**config.mk**
```make
export PLATFORM = sky130hd
export DESIGN_NAME = sme_pattern_sched
export DESIGN_NICKNAME = d
export VERILOG_FILES = /design/src/rtl/sme_pattern_sched.sv
export SDC_FILE = /design/constraint.sdc
export NUM_CORES = 1
export LEC_CHECK = 0
export ABC_AREA = 1
export BUFFER_PORTS_ARGS = -buffer_cell sky130_fd_sc_hd__buf_2
export CORE_MARGIN = 2
export CORE_UTILIZATION = 45
export DETAILED_ROUTE_END_ITERATION = 12
export GPL_TIMING_DRIVEN = 1
export PLACE_DENSITY = 0.62
export SKIP_LAST_GASP = 1
export SYNTH_ARGS = -nofsm -noshare
export SYNTH_HDL_FRONTEND = slang
export SYNTH_SLANG_ARGS = --single-unit
```
**constraint.sdc**
```tcl
create_clock -name clk -period 2.33 [get_ports clk]
set_input_delay 0.233 -clock clk [delete_from_list [all_inputs] [get_ports clk]]
set_output_delay 0.233 -clock clk [all_outputs]
set_load 0.01 [all_outputs]
```
**src/rtl/sme_pattern_sched.sv**
```systemverilog
// rtl/sme_pattern_sched.sv - pattern ROM sequencer issuing one matcher job per terminator-delimited pattern
// Optional feature macro: SME_SKIP_EMPTY_EN (skip zero-length patterns without issuing a job).
module sme_pattern_sched #(
  parameter int          AW      = 7,
  parameter int          MAX_PAT = 16,
  parameter int          MAX_LEN = 32,
  parameter logic [7:0]  TERM    = 8'h0A,
  parameter logic [7:0]  EOL     = 8'h00
) (
  input  logic          clk,
  input  logic          reset,
  input  logic          start,
  output logic [AW-1:0] P_addr,
  input  logic [7:0]    P_data,
  output logic          job_valid,
  input  logic          job_ready,
  output logic [3:0]    job_pattern_no,
  output logic [AW-1:0] job_base,
  output logic [5:0]    job_len,
  output logic          job_trunc,
  input  logic          match_done,
  output logic          finish,
  output logic          pat_err
);

  typedef enum logic [2:0] {IDLE, SCAN, ISSUE, WAIT_DONE, FINISH} state_t;

  state_t        state, next_state;
  logic [AW-1:0] ph_addr;      // address whose byte is on P_data this cycle
  logic          ph_valid;
  logic [AW-1:0] cur_base;
  logic [AW-1:0] resume;
  logic          resume_wrap;  // terminator sat at the last ROM address
  logic [5:0]    len;
  logic          trunc;
  logic [4:0]    cnt;

  logic is_eol, is_term, at_last, skip_empty, last_pat;

  assign is_eol   = (P_data == EOL);
  assign is_term  = (P_data == TERM);
  assign at_last  = (ph_addr == {AW{1'b1}});
  assign last_pat = (cnt == 5'(MAX_PAT - 1));

`ifdef SME_SKIP_EMPTY_EN
  assign skip_empty = (len == 6'd0);
`else
  assign skip_empty = 1'b0;
`endif

  always_ff @(posedge clk) begin
    if (reset) state <= IDLE;
    else       state <= next_state;
  end

  always_comb begin
    next_state = state;
    case (state)
      IDLE:      if (start) next_state = SCAN;
      SCAN: begin
        if (ph_valid) begin
          if (is_eol)                  next_state = FINISH;
          else if (is_term) begin
            if (!skip_empty)           next_state = ISSUE;
            else if (at_last)          next_state = FINISH;
          end
          else if (at_last)            next_state = FINISH;
        end
      end
      ISSUE:     if (job_ready) next_state = WAIT_DONE;
      WAIT_DONE: if (match_done) next_state = (last_pat || resume_wrap) ? FINISH : SCAN;
      FINISH:    if (start) next_state = IDLE;
      default:   next_state = IDLE;
    endcase
  end

  always_ff @(posedge clk) begin
    if (reset) begin
      P_addr         <= '0;
      ph_addr        <= '0;
      ph_valid       <= 1'b0;
      cur_base       <= '0;
      resume         <= '0;
      resume_wrap    <= 1'b0;
      len            <= '0;
      trunc          <= 1'b0;
      cnt            <= '0;
      job_valid      <= 1'b0;
      job_pattern_no <= '0;
      job_base       <= '0;
      job_len        <= '0;
      job_trunc      <= 1'b0;
      finish         <= 1'b0;
      pat_err        <= 1'b0;
    end else begin
      case (state)
        IDLE: begin
          if (start) begin
            P_addr   <= '0;
            cur_base <= '0;
            len      <= '0;
            trunc    <= 1'b0;
            ph_valid <= 1'b0;
            cnt      <= '0;
            finish   <= 1'b0;
            pat_err  <= 1'b0;
          end
        end
        SCAN: begin
          P_addr   <= P_addr + 1'b1;
          ph_addr  <= P_addr;
          ph_valid <= 1'b1;
          if (ph_valid) begin
            if (is_eol) begin
              finish <= 1'b1;
            end else if (is_term) begin
              if (skip_empty) begin
                if (at_last) begin
                  pat_err <= 1'b1;
                  finish  <= 1'b1;
                end else begin
                  cur_base <= ph_addr + 1'b1;
                end
              end else begin
                job_valid      <= 1'b1;
                job_pattern_no <= cnt[3:0];
                job_base       <= cur_base;
                job_len        <= len;
                job_trunc      <= trunc;
                resume         <= ph_addr + 1'b1;
                resume_wrap    <= at_last;
              end
            end else if (at_last) begin
              pat_err <= 1'b1;
              finish  <= 1'b1;
            end else if (len == 6'(MAX_LEN)) begin
              trunc <= 1'b1;
            end else begin
              len <= len + 1'b1;
            end
          end
        end
        ISSUE: begin
          if (job_ready) job_valid <= 1'b0;
        end
        WAIT_DONE: begin
          if (match_done) begin
            cnt <= cnt + 1'b1;
            if (last_pat || resume_wrap) begin
              finish  <= 1'b1;
              pat_err <= resume_wrap && !last_pat;
            end else begin
              P_addr   <= resume;
              cur_base <= resume;
              len      <= '0;
              trunc    <= 1'b0;
              ph_valid <= 1'b0;
            end
          end
        end
        FINISH: begin
          if (start) finish <= 1'b0;
        end
        default: ;
      endcase
    end
  end

endmodule

```
=== After elaboration in Yosys (flattened, before gate mapping) ===
Cells that the tools add are included.

* Latch bits: 0
* Output and inout port bits: 28
* Word-level logic and storage cells: 122
* Flip-flop bits (word level): 66
* Memories: 0
* Bits in read-only memories: 0
* Bits in writable memories: 0
* Input port bits: 13

* Shifts and indexed selects: 0
* Magnitude comparators: 0
* Add/subtract/negate cells: 4
* Bitwise gates (word level): 1
* Reductions and logical operators: 20
* Multiplexer cells: 54
* Multiply operators: 0
* Div/mod/pow operators: 0
* Equality and inequality tests: 26

{| class="wikitable"
|+ Operators with widths
! operator !! number
|-
| 6-bit two-way mux || 8
|-
| 2-bit != test (second input constant) || 14
|-
| 3-bit two-way mux || 9
|-
| 1-bit two-way mux || 22
|-
| 7-bit two-way mux || 3
|-
| 7-bit one-hot mux with 3 select lines || 1
|-
| 6-bit one-hot mux with 3 select lines || 1
|-
| 9-bit AND reduction || 2
|-
| 3-bit one-hot mux with 5 select lines || 1
|-
| 7-bit by 1-bit adder with 7-bit output (second input constant) || 2
|-
| 7-bit one-hot mux with 2 select lines || 1
|-
| 1-bit one-hot mux with 3 select lines || 4
|-
| 4-bit AND reduction || 3
|-
| 5-bit two-way mux || 2
|-
| 5-bit one-hot mux with 2 select lines || 1
|-
| 8-bit by 4-bit equality test with 1-bit output (second input constant) || 1
|-
| 8-bit logical NOT || 1
|-
| 8-bit AND reduction || 1
|-
| 7-bit equality test (second input constant) || 1
|-
| 7-bit AND reduction || 1
|-
| 6-bit by 1-bit adder with 6-bit output (second input constant) || 1
|-
| 3-bit by 2-bit equality test with 1-bit output (second input constant) || 2
|-
| 6-bit equality test (second input constant) || 1
|-
| 3-bit != test (second input constant) || 2
|-
| other kinds (18) || 20
|}

=== Logic depth before layout (Yosys ltp) ===
* Depth after elaboration: 7
* Gate-level depth with buffers: 12

=== Worst setup path after synthesis ===
No wires, ideal clock.

* Path kind: reg2reg
* Start: register cnt[0]
* End: register len[2]
* Data arrival time: 1740 ps
* Period minus slack after synthesis: 1855 ps
* Buffers on the path: 1
* Stages on the path, launching flop included: 13
* Setup time: 115 ps
* Data required time: 2215 ps
* Setup slack: 475 ps
* Path through: dfxtp_1 -> ha_1 -> and3_1 -> ha_1 -> nor2_1 -> nor2_1 -> nor2_2 -> nand2_2 -> nor2_2 -> buf_6 -> nand3_1 -> nand2_1 -> nor2_1

* Longest elaborated chain between the ends: 4

{| class="wikitable"
|+ RTL lines
! what !! RTL line !! text
|-
| start, declared || 36 || <nowiki>logic [4:0] cnt;</nowiki>
|-
| start signal, assigned || 148 || <nowiki>cnt <= cnt + 1'b1;</nowiki>
|-
| 5-bit by 4-bit equality test with 1-bit output || 43 || <nowiki>assign last_pat = (cnt == 5'(MAX_PAT - 1));</nowiki>
|-
| 1-bit logical OR || 149 || <nowiki>if (last_pat || resume_wrap) begin</nowiki>
|-
| 2-bit != test (no line) || n/a ||
|-
| 9-bit AND reduction (no line) || n/a ||
|-
| end signal, assigned || 139 || <nowiki>len <= len + 1'b1;</nowiki>
|-
| end, declared || 34 || <nowiki>logic [5:0] len;</nowiki>
|}

No other way between the ends.
A chain may end at the register's enable or synchronous reset.

=== Worst setup path after layout ===
* Start: register cnt[0]
* End: register len[1]

Same word-level chain as after synthesis.

==> reports/qor.json <==
{
  "worst_ir_drop_vdd_mv": 0.4066,
  "area_growth_syn_to_layout_pct": 13.12,
  "vias": 2952,
  "globalRouteMet1Util_pct": 28.30,
  "grt.met3_usage_pct": 5.938,
  "power.density_mw_per_mm2": 946.1,
  "synth_top_flop_cell": "dfxtp_1",
  "drt_iter0_markers": 241,
  "slew_headroom_pct": 69.29,
  "drive_gt1_share_pct": 18.70,
  "cts.clk_slew.worst_paths_ns": 0.07,
  "max_clk_rate_mhz": 503.4,
  "ctsRootBufferMaster": "clkbuf_8",
  "start_kind": "register",
  "nNetsFinal": 508,
  "data_arrival_at_the_endpoint_of_the_critical_path_ns": 2.22,
  "insertion_delay_ns": 0.34,
  "finalWeightedCongestion": 0.8391,
  "synth_cells": 450,
  "cts-buffers-inserted": 9,
  "timing.hold.worst_path_depth": 4,
  "multi_input_comb_area_sq_mm": 0.001582,
  "antenna_found_initial": 0,
  "synth_enable_flop_cells": 0,
  "clock_skew_ns": 0.007956,
  "global_route.usage.met2_pct": 31.68,
  "route.detailed.drc": 0,
  "chipWidth_um": 88.14,
  "core_sq_mm": 0.006832,
  "setup_repair_after_global_routing_missed_its_margin": "no",
  "reg2reg_slack_ns": 0.34,
  "h-tree-depth": 3,
  "gr-total-overflow": 0,
  "gr-max-usage-layer": "met2",
  "async_reset_ff_share_pct": 0,
  "setup_viol": 0,
  "finalHoldViolations": 0,
  "drt_wl_total_um": 7460,
  "r2r_cells": 12,
  "hpwl_um": 5210,
  "fp.dieH_um": 88.14,
  "finalSetupTns_ns": 0,
  "leakage_nw": 1.629,
  "layout.cell_area.non_filler_sq_mm": 0.003603,
  "worstReg2RegEnd": "len[1]$_SDFFE_PP0P_",
  "first_pass_iters": 4,
  "cp.required_ns": 2.56,
  "post_dp_cell_area_sq_mm": 0.003445,
  "synth-seq-area-share_pct": 41.48,
  "worstMarginPinSlew_ns": 0.4602,
  "antennaDiodeCount": 0,
  "drt_wl_cell_um": 12.69,
  "period_minus_slack_ns": 1.986,
  "worstPathMaxFanout": 13,
  "cts_setup_buffers": 0,
  "filler_cell_count": 728,
  "max-clock-path-buffers": 2,
  "synth-warning-count": 0,
  "largest_net_degree_at_the_start_of_global_routing": 28,
  "timing.rr.start": "cnt[0]$_SDFFE_PP0P_",
  "holdCritPathClass": "primary input to register",
  "final_max_slew_viol_count": 0,
  "setup_ws_final_ns": 0.3436,
  "cap_viol_max_count": 0,
  "antenna_left": 0,
  "ys_seq_elements": 66,
  "floorplan.die_area_sq_mm": 0.007768,
  "rows": 30,
  "port_buffers": 40,
  "register_area_sq_mm": 0.001321,
  "vias_in_the_first_global_route": 2576,
  "tritoncts_num_sinks": 66,
  "status": "finished clean",
  "synth_cell_types": 36,
  "post_cts_resize_count": 0,
  "finalCritPeriodShare_pct": 85.25,
  "min-delay-start": "job_ready",
  "globalRouteTotalUtil_pct": 20.74,
  "syn_area_sq_mm": 0.003186,
  "synth_area_per_cell_sq_um": 7.079,
  "hold_end": "state[1]$_SDFFE_PP0P_",
  "grt_pass1_wl_um": 12280,
  "critPathKind": "register to register",
  "tritoncts": "yes",
  "i_o_pin_total": 41,
  "initial_utilization_pct": 46.63,
  "crit_path_end_kind": "register",
  "pre_cts_ws_ns": 0.3584,
  "cts_hold_buffers": 0,
  "synth_nets": 469,
  "avgViaCountPerCell": 5.020
}
[stage by stage]
stage | cells | utilization, % | power [mW] | hold WS [ns]
finish | 588 | 52.75 | 3.409 | 0.2369
global route | 588 | 52.75 | 3.691 | 0.2586
CTS | 588 | 52.75 | 3.440 | 0.2208
detailed placement | 574 | 50.42 | 2.606 | 0.4466
global placement | 574 | 50.42 | 2.580 | 0.4409
floorplan | 450 | - | 2.396 | 0.4271
[cells by family (layout without fill, tap and decap cells)]
group | after synthesis | in the layout | share of synthesized area, %
AND/OR/NAND/NOR | 218 | 218 | 30.87
AO/OA/AOI/OAI | 92 | 92 | 15.32
flip-flops | 66 | 66 | 41.48
buffers and inverters | 64 | 106 | 8.877
adder cells (fa/ha/maj) | 6 | 6 | 2.357
XOR/XNOR | 4 | 4 | 1.100
[report_power, final]
part           internal [mW]  switching, mW  total (mW)
registers               1.26          0.143        1.40
clock network          0.400          0.422       0.822
logic                  0.399          0.789        1.19
[flip-flops by register name, summed over array words and instances (netlist names)]
| register | count |
|---|---|
| pat_err | 1 |
| job_len | 6 |
| state | 3 |
| finish | 1 |
| ph_addr | 7 |
| resume | 7 |
| job_pattern_no | 4 |
| resume_wrap | 1 |
| ph_valid | 1 |
| cur_base | 7 |
| job_valid | 1 |
| cnt | 5 |
| trunc | 1 |
| len | 6 |
| job_trunc | 1 |
| job_base | 7 |
| P_addr | 7 |
[layout make-up]
class | instances | share of cell area [%]
sequential | 66 | 36.67
clock inverter | 3 | 0.4861
clock buffer | 11 | 3.924
inverter | 45 | 4.687
tap | 96 | 3.333
multi-input combinational | 320 | 43.89
timing repair buffer | 47 | 7.014
[per-layer routing]
layer / wire length (um) / part of all wire, %
met1: 3600 / 48
met2: 3368 / 45
met3: 404 / 5.4
met4: 87 / 1.2
met5: 0 / 0
[cell usage after synthesis, types with 2 or more instances]
cell,number,area (sq um)
nor2_1,82,307.8
ha_1,6,75.07
inv_1,38,142.6
o21ai_1,3,15.01
o21ai_0,34,170.2
clkbuf_1,6,22.52
a21oi_1,43,215.2
nor3_1,3,15.01
a31oi_1,5,31.28
nor2_4,3,33.78
nand3_1,26,130.1
and3_1,2,12.51
nor2_2,6,37.54
nand2_2,8,50.05
buf_2,7,35.03
buf_6,4,45.04
nand4_1,7,43.79
dfxtp_1,66,1321
nand2_1,73,274.0
nand3_2,3,30.03
xor2_1,3,26.28
or2_2,2,12.51
inv_2,7,26.28
[cell usage in the layout (no fill, tap or decap), types with 2 or more instances in the layout]
master,count
o21ai_1,3
nor2_1,82
inv_1,38
nand3_2,3
inv_2,7
nor2_2,6
nand3_1,26
clkbuf_8,10
dfxtp_1,66
a31oi_1,5
nor3_1,3
buf_4,7
and3_1,2
or2_2,2
nor2_4,3
buf_2,40
clkinv_2,2
ha_1,6
nand2_1,73
a21oi_1,43
xor2_1,3
nand2_2,8
o21ai_0,34
nand4_1,7
[worst max-delay path by stage]
stage | start | to | slack [ns]
floorplan | cnt[0]$_SDFFE_PP0P_ | len[2]$_SDFFE_PP0P_ | 0.47
global placement | cnt[0]$_SDFFE_PP0P_ | len[3]$_SDFFE_PP0P_ | 0.41
detailed placement | cnt[0]$_SDFFE_PP0P_ | len[3]$_SDFFE_PP0P_ | 0.36
CTS | cnt[0]$_SDFFE_PP0P_ | len[1]$_SDFFE_PP0P_ | 0.35
global route | cnt[0]$_SDFFE_PP0P_ | len[5]$_SDFFE_PP0P_ | 0.17
finish | cnt[0]$_SDFFE_PP0P_ | len[1]$_SDFFE_PP0P_ | 0.34
[worst max-delay path, stage by stage, from the launching register on]
cell and delay (ns):
dfxtp_1 0.34, ha_1 0.22, and3_1 0.18, ha_1 0.18, nor2_1 0.14, nor2_1 0.09
nor2_2 0.19, nand2_2 0.08, nor2_2 0.07, buf_4 0.19, nand3_1 0.08, nand2_1 0.06
nor2_1 0.04
Power figures use the tool's default switching activity.
